==> src/rtl/multi_dataflow_stream_kernel_bridge_pkg.sv <==
// Shared types and constants for the multi_dataflow engine / kernel bridge.
// Control and flag bundles exchanged with multi_dataflow_engine, plus the bridge FSM encoding.
package multi_dataflow_package;

    localparam int DIM_WIDTH              = 16;
    localparam int DEFAULT_OUT_FIFO_DEPTH = 2;

    typedef struct packed {
        logic                 start;
        logic                 clear;
        logic [DIM_WIDTH-1:0] width;
        logic [DIM_WIDTH-1:0] height;
    } ctrl_bridge_t;

    typedef struct packed {
        logic done;
        logic ready;
        logic idle;
        logic err;
    } flags_bridge_t;

    typedef enum logic [1:0] {
        IDLE  = 2'd0,
        RUN   = 2'd1,
        FLUSH = 2'd2,
        DONE  = 2'd3
    } bridge_state_t;

endpackage

==> src/rtl/multi_dataflow_bridge_fifo.sv <==
// Output buffer between the kernel's ap_fifo write port and the source stream.
// The head entry is read straight from storage, so popped data is valid in the same cycle.
module multi_dataflow_bridge_fifo import multi_dataflow_package::*; #(
    parameter int DATA_WIDTH = 32,
    parameter int DEPTH      = DEFAULT_OUT_FIFO_DEPTH
) (
    input  logic                  clk_i,
    input  logic                  rst_ni,
    input  logic                  test_mode_i,
    input  logic                  clear_i,
    input  logic                  push_i,
    input  logic [DATA_WIDTH-1:0] data_i,
    input  logic                  pop_i,
    output logic [DATA_WIDTH-1:0] data_o,
    output logic                  full_o,
    output logic                  empty_o
);

    localparam int AW = $clog2(DEPTH);
    localparam logic [AW-1:0] PTR_ONE  = AW'(1);
    localparam logic [AW:0]   CNT_ONE  = (AW+1)'(1);
    localparam logic [AW:0]   CNT_FULL = (AW+1)'(DEPTH);

    logic [DATA_WIDTH-1:0] mem_q [DEPTH];
    logic [AW-1:0]         wr_ptr_q, rd_ptr_q;
    logic [AW:0]           cnt_q;
    logic                  do_push, do_pop;
    logic                  unused_test_mode;

    assign unused_test_mode = test_mode_i;

    assign full_o  = (cnt_q == CNT_FULL);
    assign empty_o = (cnt_q == '0);
    // A full FIFO refuses a push even when a pop frees a slot in the same cycle.
    assign do_push = push_i & ~full_o;
    assign do_pop  = pop_i & ~empty_o;
    assign data_o  = mem_q[rd_ptr_q];

    always_ff @(posedge clk_i or negedge rst_ni) begin
        if (!rst_ni) begin
            wr_ptr_q <= '0;
            rd_ptr_q <= '0;
            cnt_q    <= '0;
            for (int i = 0; i < DEPTH; i++) mem_q[i] <= '0;
        end else if (clear_i) begin
            wr_ptr_q <= '0;
            rd_ptr_q <= '0;
            cnt_q    <= '0;
        end else begin
            if (do_push) begin
                mem_q[wr_ptr_q] <= data_i;
                wr_ptr_q        <= wr_ptr_q + PTR_ONE;
            end
            if (do_pop) rd_ptr_q <= rd_ptr_q + PTR_ONE;
            case ({do_push, do_pop})
                2'b10:   cnt_q <= cnt_q + CNT_ONE;
                2'b01:   cnt_q <= cnt_q - CNT_ONE;
                default: cnt_q <= cnt_q;
            endcase
        end
    end

endmodule

==> src/rtl/multi_dataflow_stream_kernel_bridge.sv <==
// Adapts HWPE sink/source streams to an HLS kernel's ap_ctrl_hs and ap_fifo ports,
// bounding each frame to width*height beats in both directions.
module multi_dataflow_stream_kernel_bridge #(
    parameter int DATA_WIDTH     = 32,
    parameter int DIM_WIDTH      = 16,
    parameter int OUT_FIFO_DEPTH = 2
) (
    input  logic                    clk_i,
    input  logic                    rst_ni,
    input  logic                    test_mode_i,
    input  logic                    clear_i,
    input  logic                    start_i,
    input  logic [DIM_WIDTH-1:0]    width_i,
    input  logic [DIM_WIDTH-1:0]    height_i,
    output logic                    done_o,
    output logic                    ready_o,
    output logic                    idle_o,
    output logic                    err_o,
    input  logic                    in_valid_i,
    output logic                    in_ready_o,
    input  logic [DATA_WIDTH-1:0]   in_data_i,
    input  logic [DATA_WIDTH/8-1:0] in_strb_i,
    output logic                    out_valid_o,
    input  logic                    out_ready_i,
    output logic [DATA_WIDTH-1:0]   out_data_o,
    output logic [DATA_WIDTH/8-1:0] out_strb_o,
    output logic                    ap_start_o,
    input  logic                    ap_ready_i,
    input  logic                    ap_done_i,
    input  logic                    ap_idle_i,
    output logic [DATA_WIDTH-1:0]   k_in_dout_o,
    output logic                    k_in_empty_n_o,
    input  logic                    k_in_read_i,
    input  logic [DATA_WIDTH-1:0]   k_out_din_i,
    output logic                    k_out_full_n_o,
    input  logic                    k_out_write_i
);

    import multi_dataflow_package::*;

    localparam int CW = 2 * DIM_WIDTH;
    localparam logic [CW-1:0] CNT_ONE = CW'(1);

    // Streams: a beat transfers when valid and ready are both high in the same cycle;
    // valid never waits on ready, and ready may depend combinationally on valid.

    bridge_state_t state_q, state_d;
    flags_bridge_t flags;
    logic [CW-1:0] frame_n, n_q;
    logic [CW-1:0] in_cnt_q, push_cnt_q, out_cnt_q;
    logic          ap_start_q, ap_start_d;
    logic          err_q, err_d;
    logic          start_acc, in_open, push_open;
    logic          in_fire, push, pop;
    logic          fifo_full, fifo_empty;
    logic          unused_inputs;

    assign unused_inputs = ^{in_strb_i, ap_idle_i};

    assign frame_n   = CW'(width_i) * CW'(height_i);
    assign start_acc = (state_q == IDLE) & start_i & ~clear_i;
    assign in_open   = (state_q == RUN) & (in_cnt_q < n_q);
    assign push_open = (state_q == RUN) & (push_cnt_q < n_q);

    assign k_in_dout_o    = in_data_i;
    assign k_in_empty_n_o = in_valid_i & in_open;
    assign in_ready_o     = k_in_read_i & in_open;
    assign in_fire        = in_valid_i & in_ready_o;

    assign k_out_full_n_o = ~fifo_full & push_open;
    assign push           = k_out_write_i & k_out_full_n_o;
    assign out_valid_o    = ~fifo_empty;
    assign pop            = out_valid_o & out_ready_i;
    assign out_strb_o     = '1;

    multi_dataflow_bridge_fifo #(
        .DATA_WIDTH (DATA_WIDTH),
        .DEPTH      (OUT_FIFO_DEPTH)
    ) i_out_fifo (
        .clk_i       (clk_i),
        .rst_ni      (rst_ni),
        .test_mode_i (test_mode_i),
        .clear_i     (clear_i),
        .push_i      (push),
        .data_i      (k_out_din_i),
        .pop_i       (pop),
        .data_o      (out_data_o),
        .full_o      (fifo_full),
        .empty_o     (fifo_empty)
    );

    always_comb begin
        state_d    = state_q;
        ap_start_d = ap_start_q;
        err_d      = err_q;
        unique case (state_q)
            IDLE: begin
                if (start_i) begin
                    if (frame_n == '0) begin
                        state_d = DONE;
                    end else begin
                        state_d    = RUN;
                        ap_start_d = 1'b1;
                        err_d      = 1'b0;
                    end
                end
            end
            RUN: begin
                if (ap_ready_i) ap_start_d = 1'b0;
                if (ap_done_i) begin
                    state_d    = FLUSH;
                    ap_start_d = 1'b0;
                end
            end
            FLUSH: begin
                // out_cnt is final once the buffer has drained.
                if (fifo_empty) begin
                    state_d = DONE;
                    if (out_cnt_q != n_q) err_d = 1'b1;
                end
            end
            DONE: state_d = IDLE;
            default: state_d = IDLE;
        endcase
    end

    always_ff @(posedge clk_i or negedge rst_ni) begin
        if (!rst_ni) begin
            state_q    <= IDLE;
            n_q        <= '0;
            in_cnt_q   <= '0;
            push_cnt_q <= '0;
            out_cnt_q  <= '0;
            ap_start_q <= 1'b0;
            err_q      <= 1'b0;
        end else if (clear_i) begin
            state_q    <= IDLE;
            in_cnt_q   <= '0;
            push_cnt_q <= '0;
            out_cnt_q  <= '0;
            ap_start_q <= 1'b0;
            err_q      <= 1'b0;
        end else begin
            state_q    <= state_d;
            ap_start_q <= ap_start_d;
            err_q      <= err_d;
            if (start_acc) begin
                n_q        <= frame_n;
                in_cnt_q   <= '0;
                push_cnt_q <= '0;
                out_cnt_q  <= '0;
            end else begin
                if (in_fire && in_cnt_q < n_q)    in_cnt_q   <= in_cnt_q + CNT_ONE;
                if (push && push_cnt_q < n_q)     push_cnt_q <= push_cnt_q + CNT_ONE;
                if (pop && out_cnt_q < n_q)       out_cnt_q  <= out_cnt_q + CNT_ONE;
            end
        end
    end

    always_comb begin
        flags       = '0;
        flags.done  = (state_q == DONE);
        flags.idle  = (state_q == IDLE);
        flags.ready = (state_q == IDLE);
        flags.err   = err_q;
    end

    assign done_o     = flags.done;
    assign ready_o    = flags.ready;
    assign idle_o     = flags.idle;
    assign err_o      = flags.err;
    assign ap_start_o = ap_start_q;

endmodule
==> config.mk <==
export PLATFORM = sky130hd
export DESIGN_NAME = multi_dataflow_stream_kernel_bridge
export DESIGN_NICKNAME = d
export VERILOG_FILES = /design/src/rtl/multi_dataflow_stream_kernel_bridge_pkg.sv /design/src/rtl/multi_dataflow_bridge_fifo.sv /design/src/rtl/multi_dataflow_stream_kernel_bridge.sv
export SDC_FILE = /design/constraint.sdc
export NUM_CORES = 1
export LEC_CHECK = 0
export ABC_AREA = 1
export BUFFER_PORTS_ARGS = -buffer_cell sky130_fd_sc_hd__buf_4
export CORE_MARGIN = 5
export CORE_UTILIZATION = 30
export CTS_BUF_LIST = sky130_fd_sc_hd__clkbuf_4
export CTS_CLUSTER_SIZE = 28
export DETAILED_ROUTE_END_ITERATION = 8
export GPL_TIMING_DRIVEN = 1
export PLACE_DENSITY_LB_ADDON = 0.12
export SLEW_MARGIN = 15
export SYNTH_ARGS = -nofsm -noshare
export SYNTH_HDL_FRONTEND = slang
export SYNTH_HIERARCHICAL = 1
export SYNTH_SLANG_ARGS = --single-unit
export TNS_END_PERCENT = 10
==> constraint.sdc <==
create_clock -name clk_i -period 2.5 [get_ports clk_i]
set_input_delay 0.25 -clock clk_i [delete_from_list [all_inputs] [get_ports clk_i]]
set_output_delay 0.25 -clock clk_i [all_outputs]
set_load 0.02 [all_outputs]
==> run metrics <==
Hold Path Cell Cnt 4; type of the worst setup path in2reg; Critical R2R Capture i_out_fifo/mem_q[47]$_DFFE_PN0P_; Data arrival, critical path 5.50 ns; relative area change from synthesis to final layout 25.09%; count of buffers inserted at the top-level ports 114; beginning of the worst register-to-register path n_q[5]$_DFFE_PN0P_; Clock Path Buffers 2; clock transition at the register clock pins on the worst setup and hold paths after CTS 0.20 ns; fraction of registers with async set/reset 100.0%; TritonCTS Buffers 17; first-pass GRT wire length 119500 um; antenna violations before repair 4; setup slack on the worst flop-to-flop path 0.04 ns; detailed router's first-iteration violation count 1033; overflow left after global routing 0; EDFF count, synth 0; beginning of the worst hold path start_i; startpoint types input pin; root buffer cell sky130_fd_sc_hd__clkbuf_4; crit path max-delay cell type sky130_fd_sc_hd__fa_2; area enclosed by the die boundary 83540 um^2; fraction of final layout cells with drive strength greater than 1 21.82%; worst setup slack after layout -2.346 ns; Clock Sink Count 200; fin. max-slew vios 0; outcome finished, violations left; Fin. Hold Viols 0; minimum period implied by the final worst setup slack 4.846 ns; Starting Density 30.20%; maximum fanout encountered on the critical timing path 7; total negative slack for setup checks -54.60 ns; later-pin clock latency in the skew report 0.70 ns; antenna violation net count after detailed routing 0; worst slack on hold paths 0.07035 ns; placeable core area 77340 um^2; net total in the final layout 4114; transition time of the tightest slew-check pin 0.7337 ns; mean post-synth cell area 7.078 um^2; nature of the critical path endpoint register; Boundary Pins 189; Layout fillers 8352; aggregate global-route resource usage 17.98%; Top delay family on crit path adder cells; final setup skew 0.05267 ns; hold-critical path endpoint state_q[0]$_DFFE_PN0P_; FF-to-FF path depth 19; number of cell rows 102; worst slew margin relative to its limit 51.09%; Via Count 20980; max-cap viol count 0; WP data required 3.15 ns; number of global-route vias before repair 21480; maximum number of pins on one net before global-route repair 75; DIE HEIGHT 289.0 um; cell seen most often among critical-path stages sky130_fd_sc_hd__nand2_1; top achievable clock speed 206.3 MHz; number of H-tree branching levels 4; Gate Count Post-Synth 3300; final WL 73400 um; routed length per instance 15.76 um; placer congestion estimate 0.8677; Crit path largest cell delay 0.58 ns; Post-Synthesis Cell Area 23360 um^2; most used flip-flop cell after synthesis sky130_fd_sc_hd__dfrtp_1; number of unique standard cell types used by synthesis 52; DP Wirelength 60500 um; first drt pass iteration count 5; violations in the final reports negative setup slack; FF+latch count, synth 200; die outline width 289.0 um; portion of the post-synthesis area used by sequential elements 21.43%; via/cell ratio 4.505; count of synthesis-stage warnings from yosys 6; setup repair after global routing missed its margin true; buffer and inverter count on the worst path 8; ratio of final minimum period to clock period 193.9%; class of the most critical hold timing path in2reg; TritonCTS clock tree done; Final Setup Violations 33; number of design rule violations left after detail routing 0; Worst Setup Slack post-DPL -3.189 ns
layout make-up:
cell class              instances  area, um^2  area share [%]
repair buffers                452        3988           13.65
diodes                          1       2.502        0.008565
multi-input cells            2284       16160           55.31
inverters                     648        2459           8.415
flip-flops and latches        200        5006           17.13
well taps                    1040        1301           4.454
clock buffers                  17       127.6          0.4368
clock inverters                15       173.9          0.5953
cells in the final DEF (no fill, tap or decap), types with 8 or more instances in the layout:
cell | synthesis | final
sky130_fd_sc_hd__o21ai_0 | 69 | 47
sky130_fd_sc_hd__nor2_1 | 133 | 118
sky130_fd_sc_hd__nand2_4 | 1 | 34
sky130_fd_sc_hd__nand3_2 | 5 | 18
sky130_fd_sc_hd__nor3_1 | 134 | 130
sky130_fd_sc_hd__buf_12 | 0 | 22
sky130_fd_sc_hd__fa_1 | 194 | 180
sky130_fd_sc_hd__ha_4 | 0 | 23
sky130_fd_sc_hd__ha_1 | 205 | 180
sky130_fd_sc_hd__xor2_1 | 60 | 60
sky130_fd_sc_hd__buf_4 | 43 | 342
sky130_fd_sc_hd__inv_1 | 637 | 578
sky130_fd_sc_hd__dfrtp_1 | 200 | 199
sky130_fd_sc_hd__o21ai_1 | 44 | 56
sky130_fd_sc_hd__o21ai_2 | 25 | 35
sky130_fd_sc_hd__xnor2_1 | 22 | 22
sky130_fd_sc_hd__nand2_2 | 13 | 86
sky130_fd_sc_hd__clkbuf_4 | 0 | 17
sky130_fd_sc_hd__nand2_1 | 1058 | 952
sky130_fd_sc_hd__nand4_1 | 42 | 42
sky130_fd_sc_hd__inv_2 | 9 | 60
sky130_fd_sc_hd__dlygate4sd3_1 | 0 | 35
sky130_fd_sc_hd__a21oi_1 | 60 | 50
sky130_fd_sc_hd__nor2_2 | 14 | 15
sky130_fd_sc_hd__buf_6 | 6 | 44
sky130_fd_sc_hd__nor2_4 | 0 | 14
sky130_fd_sc_hd__buf_8 | 0 | 8
sky130_fd_sc_hd__fa_2 | 0 | 14
sky130_fd_sc_hd__nor4_1 | 26 | 26
sky130_fd_sc_hd__nand3_1 | 139 | 124
sky130_fd_sc_hd__a21oi_2 | 1 | 9
synth_stat cells (5+ instances only):
cell / number / area share (%)
sky130_fd_sc_hd__nor2_1: 133 / 2.1
sky130_fd_sc_hd__dfrtp_1: 200 / 21
sky130_fd_sc_hd__inv_1: 637 / 10
sky130_fd_sc_hd__nand2_1: 1058 / 17
sky130_fd_sc_hd__o21ai_1: 44 / 0.94
sky130_fd_sc_hd__nand2_2: 13 / 0.35
sky130_fd_sc_hd__nor3_1: 134 / 2.9
sky130_fd_sc_hd__nand4_1: 42 / 1.1
sky130_fd_sc_hd__buf_4: 43 / 1.4
sky130_fd_sc_hd__nand3_1: 139 / 3.0
sky130_fd_sc_hd__nor2_2: 14 / 0.37
sky130_fd_sc_hd__nor4_1: 26 / 0.70
sky130_fd_sc_hd__nand3b_1: 6 / 0.19
sky130_fd_sc_hd__inv_2: 9 / 0.14
sky130_fd_sc_hd__xnor2_1: 22 / 0.82
sky130_fd_sc_hd__clkbuf_1: 102 / 1.6
sky130_fd_sc_hd__a21oi_1: 60 / 1.3
sky130_fd_sc_hd__ha_1: 205 / 11
sky130_fd_sc_hd__fa_1: 194 / 17
sky130_fd_sc_hd__buf_6: 6 / 0.29
sky130_fd_sc_hd__o21ai_2: 25 / 0.94
sky130_fd_sc_hd__nand3_2: 5 / 0.21
sky130_fd_sc_hd__buf_2: 15 / 0.32
sky130_fd_sc_hd__xor2_1: 60 / 2.2
sky130_fd_sc_hd__o21ai_0: 69 / 1.5
registers in the layout, summed over array words and instances, names as in the netlist:
name / flops
i_out_fifo/mem_q: 64
ap_start_o: 1
i_out_fifo/wr_ptr_q: 1
err_o: 1
i_out_fifo/rd_ptr_q: 1
in_cnt_q: 32
out_cnt_q: 32
state_q: 2
i_out_fifo/cnt_q: 2
push_cnt_q: 32
n_q: 32
worst register-to-register path: cells and delay by family, from the launching register on:
kind / cells / cell delay [ns]
flops: 1 / 0.44
compound gates: 3 / 0.32
simple gates: 11 / 0.97
buf+inv: 4 / 0.43
fa+ha+maj: 1 / 0.21
worst max-delay path by stage:
stage	startpoint	endpoint	slack [ns]	cells past startpoint
finish	height_i[4]	err_o$_DFFE_PN0P_	-2.35	30
global route	height_i[4]	err_o$_DFFE_PN0P_	-2.52	30
CTS	height_i[4]	err_o$_DFFE_PN0P_	-2.28	33
detailed placement	height_i[6]	ap_start_o$_DFFE_PN0P_	-3.19	28
global placement	height_i[6]	err_o$_DFFE_PN0P_	-3.21	28
floorplan	height_i[6]	ap_start_o$_DFFE_PN0P_	-2.71	29
cells by family (layout without fill, tap and decap cells):
family                   count (synthesis)  after routing  share of synthesized area [%]
adder cells (fa/ha/maj)                399            399                          27.61
other                                    1              5                        0.01605
flip-flops                             200            200                          21.43
AND/OR/NAND/NOR                       1583           1583                          28.48
AO/OA/AOI/OAI                          216            216                          5.250
buffers and inverters                  819           1132                          14.14
XOR/XNOR                                82             82                          3.075
layer usage:
| layer | global-route usage [%] | up-vias | share of wire [%] |
|---|---|---|---|
| li1 | - | 10670 | - |
| met1 | 25.78 | 9982 | 49 |
| met2 | 29.90 | 283 | 47 |
| met3 | 2.274 | 43 | 3.3 |
| met4 | 2.424 | 0 | 1.0 |
| met5 | 0 | - | 0 |
what timing repair did:
item                                   4_1_cts  5_1_grt
hold buffers                                35        0
pin swaps                                   90       97
setup buffers                               13       10
resized for setup                          181      171
setup endpoints to repair                  142      178
cloned                                       0        0
endpoints found under the hold margin      147        0
through the flow:
step                instance area [um^2]  std cells  util [%]
floorplan                          24060       3303         -
global placement                   27360       4573     35.37
detailed placement                 27360       4573     35.37
CTS                                28630       4650     37.02
global route                       29220       4657     37.78
finish                             29220       4657     37.78
Power is left out: the tool's default activity adds up to more than one toggle a clock period on the data nets, which glitch-free logic cannot reach.
